## src/rtl/datapath_pkg.sv

```systemverilog
// Shared widths and A-source select encodings for the accumulator datapath.
package datapath_pkg;

  localparam int unsigned DATA_W    = 8;
  localparam int unsigned ADDR_W    = 5;
  localparam int unsigned MEM_DEPTH = 32;
  localparam int unsigned OPCODE_W  = 3;

  typedef enum logic [1:0] {
    ASEL_ALU  = 2'd0,
    ASEL_IN   = 2'd1,
    ASEL_MEM  = 2'd2,
    ASEL_ZERO = 2'd3
  } asel_e;

endpackage

```

## src/rtl/ram32x8.sv

```systemverilog
// 32x8 program/data RAM: synchronous write, asynchronous read, no reset.
module ram32x8
  import datapath_pkg::*;
(
  input  logic              clk,
  input  logic              we,
  input  logic [ADDR_W-1:0] addr,
  input  logic [DATA_W-1:0] wdata,
  output logic [DATA_W-1:0] rdata
);

  logic [DATA_W-1:0] mem [0:MEM_DEPTH-1];

  always_ff @(posedge clk) begin
    if (we) mem[addr] <= wdata;
  end

  assign rdata = mem[addr];

endmodule

```

## src/rtl/datapath.sv

```systemverilog
// 8-bit accumulator datapath: RAM, IR, PC and A, sequenced by an external controller.
module datapath
  import datapath_pkg::*;
(
  input  logic                Clock,
  input  logic                Reset,
  input  logic                PCload,
  input  logic                JMPmux,
  input  logic                IRload,
  input  logic                Meminst,
  input  logic                MemWr,
  input  logic                Aload,
  input  logic                Sub,
  input  logic [1:0]          Asel,
  output logic                Aeq0,
  output logic                Apos,
  output logic [OPCODE_W-1:0] IR,
  input  logic [DATA_W-1:0]   data_in,
  output logic [DATA_W-1:0]   dataOut
);

  logic [DATA_W-1:0] a_q;
  logic [DATA_W-1:0] ir_q;
  logic [ADDR_W-1:0] pc_q;
  logic [ADDR_W-1:0] addr;
  logic [DATA_W-1:0] m;
  logic [DATA_W-1:0] alu;
  logic [DATA_W-1:0] a_next;

  assign addr = Meminst ? ir_q[ADDR_W-1:0] : pc_q;

  ram32x8 u_ram (
    .clk   (Clock),
    .we    (MemWr),
    .addr  (addr),
    .wdata (a_q),
    .rdata (m)
  );

  always_comb begin
    alu = Sub ? (a_q - m) : (a_q + m);
  end

  always_comb begin
    a_next = alu;
    unique case (asel_e'(Asel))
      ASEL_ALU:  a_next = alu;
      ASEL_IN:   a_next = data_in;
      ASEL_MEM:  a_next = m;
      ASEL_ZERO: a_next = '0;
      default:   a_next = alu;
    endcase
  end

  // RAM write, A, IR and PC all sample pre-edge values, so overlapping loads need no ordering.
  always_ff @(posedge Clock) begin
    if (Reset) begin
      a_q  <= '0;
      ir_q <= '0;
      pc_q <= '0;
    end else begin
      if (Aload)  a_q  <= a_next;
      if (IRload) ir_q <= m;
      if (PCload) pc_q <= JMPmux ? ir_q[ADDR_W-1:0] : pc_q + ADDR_W'(1);
    end
  end

  assign dataOut = a_q;
  assign Aeq0    = (a_q == '0);
  assign Apos    = ~a_q[DATA_W-1];
  assign IR      = ir_q[DATA_W-1 -: OPCODE_W];

endmodule

```

## config.mk

```make
export PLATFORM = sky130hd
export DESIGN_NAME = datapath
export DESIGN_NICKNAME = d
export VERILOG_FILES = /design/src/rtl/datapath_pkg.sv /design/src/rtl/ram32x8.sv /design/src/rtl/datapath.sv
export SDC_FILE = /design/constraint.sdc
export NUM_CORES = 1
export LEC_CHECK = 0
export ABC_CLOCK_PERIOD_IN_PS = 7400
export CAP_MARGIN = 20
export CORE_MARGIN = 2
export CORE_UTILIZATION = 61
export DETAILED_ROUTE_END_ITERATION = 6
export GPL_TIMING_DRIVEN = 0
export PLACE_DENSITY = 0.83
export SLEW_MARGIN = 30
export SYNTH_ARGS = -nofsm -noshare
export SYNTH_HDL_FRONTEND = slang
export SYNTH_SLANG_ARGS = --single-unit
```

## constraint.sdc

```tcl
create_clock -name Clock -period 7.4 [get_ports Clock]
set_clock_uncertainty 0.05 [all_clocks]
set_input_delay 1.48 -clock Clock [delete_from_list [all_inputs] [get_ports Clock]]
set_output_delay 1.48 -clock Clock [all_outputs]
set_load 0.005 [all_outputs]
```

==> out/metrics.sh <==
STATUS='completed'
SYNTH-MAIN-FF-CELL='sky130_fd_sc_hd__edfxtp_1'
VIAS=7608
MAXSLEWVIOLCOUNT=0
VDD.IR_DROP.WORST_V=0.0002156
CRITICAL_SETUP_PATH_KIND='input pin to register'
CTSHOLDBUFFERS=0
NETS=900
SYNTHMOSTINSTANTIATEDCELL='sky130_fd_sc_hd__edfxtp_1'
POWERDENSITY_mW_PER_MM2=274.7
DETAILEDPLACE.WORSTSLACK_NS=-0.04309
PATH_MAX_FANOUT=10
YOSYSTOPAREACELLSHARE_PCT=65.33
INITIALDRTVIOLATIONCOUNT=1229
ROWS=50
VIASPERCELL=6.616
POST-ROUTE-DRC-COUNT=0
MAX_SLEW.WORST_PIN.SLEW_NS=1.020
CTS.PATH.MAX_BUFFERS=3
PLACE.DETAILED.HPWL_UM=19280
CLOCKROOTBUFFER='sky130_fd_sc_hd__clkbuf_16'
WORST_CASE_HEADROOM_TO_THE_MAX_SLEW_LIMIT_PCT=31.75
MULTI_INPUT_AREA_SQ_MM=0.003381
GRT_OVERFLOW=0
SYN_AREA_PER_CELL_SQ_UM=14.42
INITIAL_CELL_DENSITY_OF_THE_CORE_PCT=62.49
AVGROUTEDWIREPERCELL_UM=26.68
CRIT_PATH_END_KIND='register'
CLKSINKCOUNT=277
ANTENNA_CELL_COUNT=0
RSZ0062_AT_GRT='no'
DIEAREA_SQ_MM=0.02042
FILLER_CELL_COUNT=1213
POST_SYNTH_INSTANCE_AREA_SQ_MM=0.01177
START_KIND='input pin'
POSTCTSRESIZEDCELLS=0
POST_SYNTH_MAIN_AREA_CONTRIBUTORS='sky130_fd_sc_hd__edfxtp_1 65%, sky130_fd_sc_hd__mux2i_1 6.6%, sky130_fd_sc_hd__dfxtp_1 3.6%, sky130_fd_sc_hd__nor2_1 2.8%, sky130_fd_sc_hd__o22ai_1 1.9%'
SYNTHESIS.NETS=845
REGAREA_SQ_MM=0.008118
DIEHEIGHT_UM=142.9
YOSYS_WARNINGS=0
REPORT.FINAL.SETUP_VIOL=0
AREA_DELTA_SYNTH_FINAL_PCT=12.06
FIN_TOTAL_PWR_mW=3.622
CELLLEAKAGEPOWER_nW=4.360
CLOCK.FMAX_MHz=143.7
IO_PINS=32
TIMING.CRITICAL_PATH.REQUIRED_NS=7.79
CORE-AREA_SQ_MM=0.01883
SYNTH_TOP_CELL_BY_AREA='sky130_fd_sc_hd__edfxtp_1'
SYNTH_SEQ_AREA_SHARE_PCT=68.90
GRT_UTIL_ALL_LAYERS_PCT=30.93
WORST_SETUP_HOLD_PATH_CLK_SLEW_NS=0.06
NUMCTSBUFFERS=27
FIN_WS_NS=0.4412
YOSYSUNIQUECELLTYPES=59
MIN-DELAY-PATH-CLASS='register to register'
POST_CTS.REPAIR.SETUP_BUFFERS=0
HORIZ_DIE_DIM_UM=142.9
FINALWORSTPATHREQUIREDPERIOD_NS=6.959
DRT_PRE_ANTENNA_ITERS=5
GRT_ANTENNA_BEFORE_REPAIR=0
NUMBER_OF_BUFFERS_ADDED_ON_PORTS=26
MAXIMUM_NUMBER_OF_PINS_ON_ONE_NET_BEFORE_GLOBAL_ROUTE_REPAIR=38
GPL.FINAL_WEIGHTED_CONGESTION=0.9191
WORST_EP_ARRIVAL_TIME_NS=7.35
FINALNONFILLERCELLS=1150
HOLD_VIOL_FINAL=0
POSTSYNTHCELLCOUNT=816
REG2REG_SETUP_SLACK_NS=1.36
MAXCAPVIOLCOUNT=0
SYNTH_ASYNC_SR_FLOP_SHARE_PCT=0
TOTALWIRELENGTH_UM=30680
HTREE_NUM_LEVELS=1
MIN_PERIOD_OVER_PERIOD_PCT=94.04
CLKLATENCYLATEPIN_NS=0.54
SYNTH_EDF_COUNT=256
TRITONCTS='built'
SYNTH_SEQ_CELLS=277
FINAL_ANT_VIOL_NETS=0
VIA_COUNT_OF_THE_FIRST_GLOBAL_ROUTING_PASS=7363
PLACE.DETAILED.INSTANCES=1102
POST_ROUTE_CELLS_DRIVE_ABOVE_1_SHARE_PCT=11.12
SYNTH_COMMON_CELLS='256 x sky130_fd_sc_hd__edfxtp_1, 87 x sky130_fd_sc_hd__nor2_1, 78 x sky130_fd_sc_hd__mux2i_1, 50 x sky130_fd_sc_hd__nand2_1, 39 x sky130_fd_sc_hd__a21oi_1'
GRT_PASS1_WL_UM=45710
==> flip-flops by register name, indices dropped and copies added, names as in the netlist <==
name       cells
pc_q           5
dataOut        8
u_ram.mem    256
ir_q           8
==> per-stage QoR <==
step,setup TNS (ns),area [sq um],util (%),hold slack (ns)
after floorplan,0,11770,-,0.4116
after global placement,0,12350,65.60,0.4229
after detailed placement,-0.04309,12360,65.65,0.4287
after CTS,0,13180,69.99,0.4368
after global routing,0,13190,70.03,0.4685
final,0,13190,70.03,0.4340
==> cell usage in the layout, fill, tap and decap left out, types with 13 or more instances in the layout <==
| cell | instances |
|---|---|
| sky130_fd_sc_hd__nor2_1 | 87 |
| sky130_fd_sc_hd__clkbuf_16 | 27 |
| sky130_fd_sc_hd__mux2i_1 | 78 |
| sky130_fd_sc_hd__o21ai_0 | 14 |
| sky130_fd_sc_hd__a21oi_1 | 39 |
| sky130_fd_sc_hd__nand2_1 | 50 |
| sky130_fd_sc_hd__o21ai_1 | 13 |
| sky130_fd_sc_hd__dfxtp_1 | 13 |
| sky130_fd_sc_hd__o22ai_1 | 36 |
| sky130_fd_sc_hd__edfxtp_1 | 256 |
| sky130_fd_sc_hd__clkdlybuf4s50_1 | 26 |
| sky130_fd_sc_hd__nor4_1 | 13 |
| sky130_fd_sc_hd__clkbuf_1 | 28 |
==> critical path, stage by stage <==
cell	delay [ns]
sky130_fd_sc_hd__clkdlybuf4s50_1	0.46
sky130_fd_sc_hd__buf_4	0.20
sky130_fd_sc_hd__buf_6	0.14
sky130_fd_sc_hd__nor4bb_1	0.17
sky130_fd_sc_hd__o21ai_1	0.80
sky130_fd_sc_hd__o22ai_1	0.28
sky130_fd_sc_hd__or4_1	0.70
sky130_fd_sc_hd__nor4_4	0.48
sky130_fd_sc_hd__inv_1	0.09
sky130_fd_sc_hd__ha_1	0.28
sky130_fd_sc_hd__nor2_1	0.04
sky130_fd_sc_hd__a21oi_1	0.22
sky130_fd_sc_hd__inv_1	0.08
sky130_fd_sc_hd__ha_1	0.26
sky130_fd_sc_hd__nor2b_1	0.12
sky130_fd_sc_hd__o21ai_0	0.23
sky130_fd_sc_hd__a21boi_0	0.17
sky130_fd_sc_hd__o21ai_0	0.27
sky130_fd_sc_hd__nor2b_1	0.20
sky130_fd_sc_hd__xnor2_1	0.13
sky130_fd_sc_hd__nor2_1	0.05
sky130_fd_sc_hd__a211o_1	0.27
sky130_fd_sc_hd__a311oi_1	0.23
==> final timing paths <==
kind                                                end            startpoint  cells past startpoint
worst max-delay path            dataOut[5]$_SDFFE_PP0P_               Meminst                     23
worst min-delay path               ir_q[5]$_SDFFE_PP0P_  ir_q[5]$_SDFFE_PP0P_                      2
worst max register to register  dataOut[5]$_SDFFE_PP0P_  pc_q[2]$_SDFFE_PP0P_                     21
worst min register to register     ir_q[5]$_SDFFE_PP0P_  ir_q[5]$_SDFFE_PP0P_                      2
==> kinds of logic (layout without fill, tap and decap cells) <==
kind of cell             Yosys count  in the layout  share of synthesized area [%]
AND/OR/NAND/NOR                  215            215                          9.144
XOR/XNOR                          11             11                         0.8826
multiplexers                      99             99                          9.537
buffers and inverters             54            128                          2.424
adder cells (fa/ha/maj)           10             10                          1.127
AO/OA/AOI/OAI                    150            150                          7.985
flip-flops                       277            277                          68.90
==> cell type report <==
cell class,count,share of cell area (%)
flip-flops and latches,277,61.56
inverters,10,0.2847
clock inverters,8,0.3226
clock buffers,40,5.873
repair buffers,26,1.974
well taps,260,2.467
plain buffers,44,1.879
multi-input cells,485,25.64
==> report_power, final <==
| part | switching, mW | total, mW | internal [mW] |
|---|---|---|---|
| combinational | 0.307 | 0.517 | 0.210 |
| sequential | 0.0678 | 1.83 | 1.77 |
| clock | 0.551 | 1.27 | 0.720 |
==> layer usage <==
layer / GRT usage, % / part of all wire, % / up-vias
li1: - / - / 3271
met1: 44.29 / 38 / 3704
met2: 47.14 / 45 / 552
met3: 6.506 / 13 / 81
met4: 12.25 / 4.1 / 0
met5: 0 / 0 / -
No activity file was read; power rests on OpenSTA's default activity.
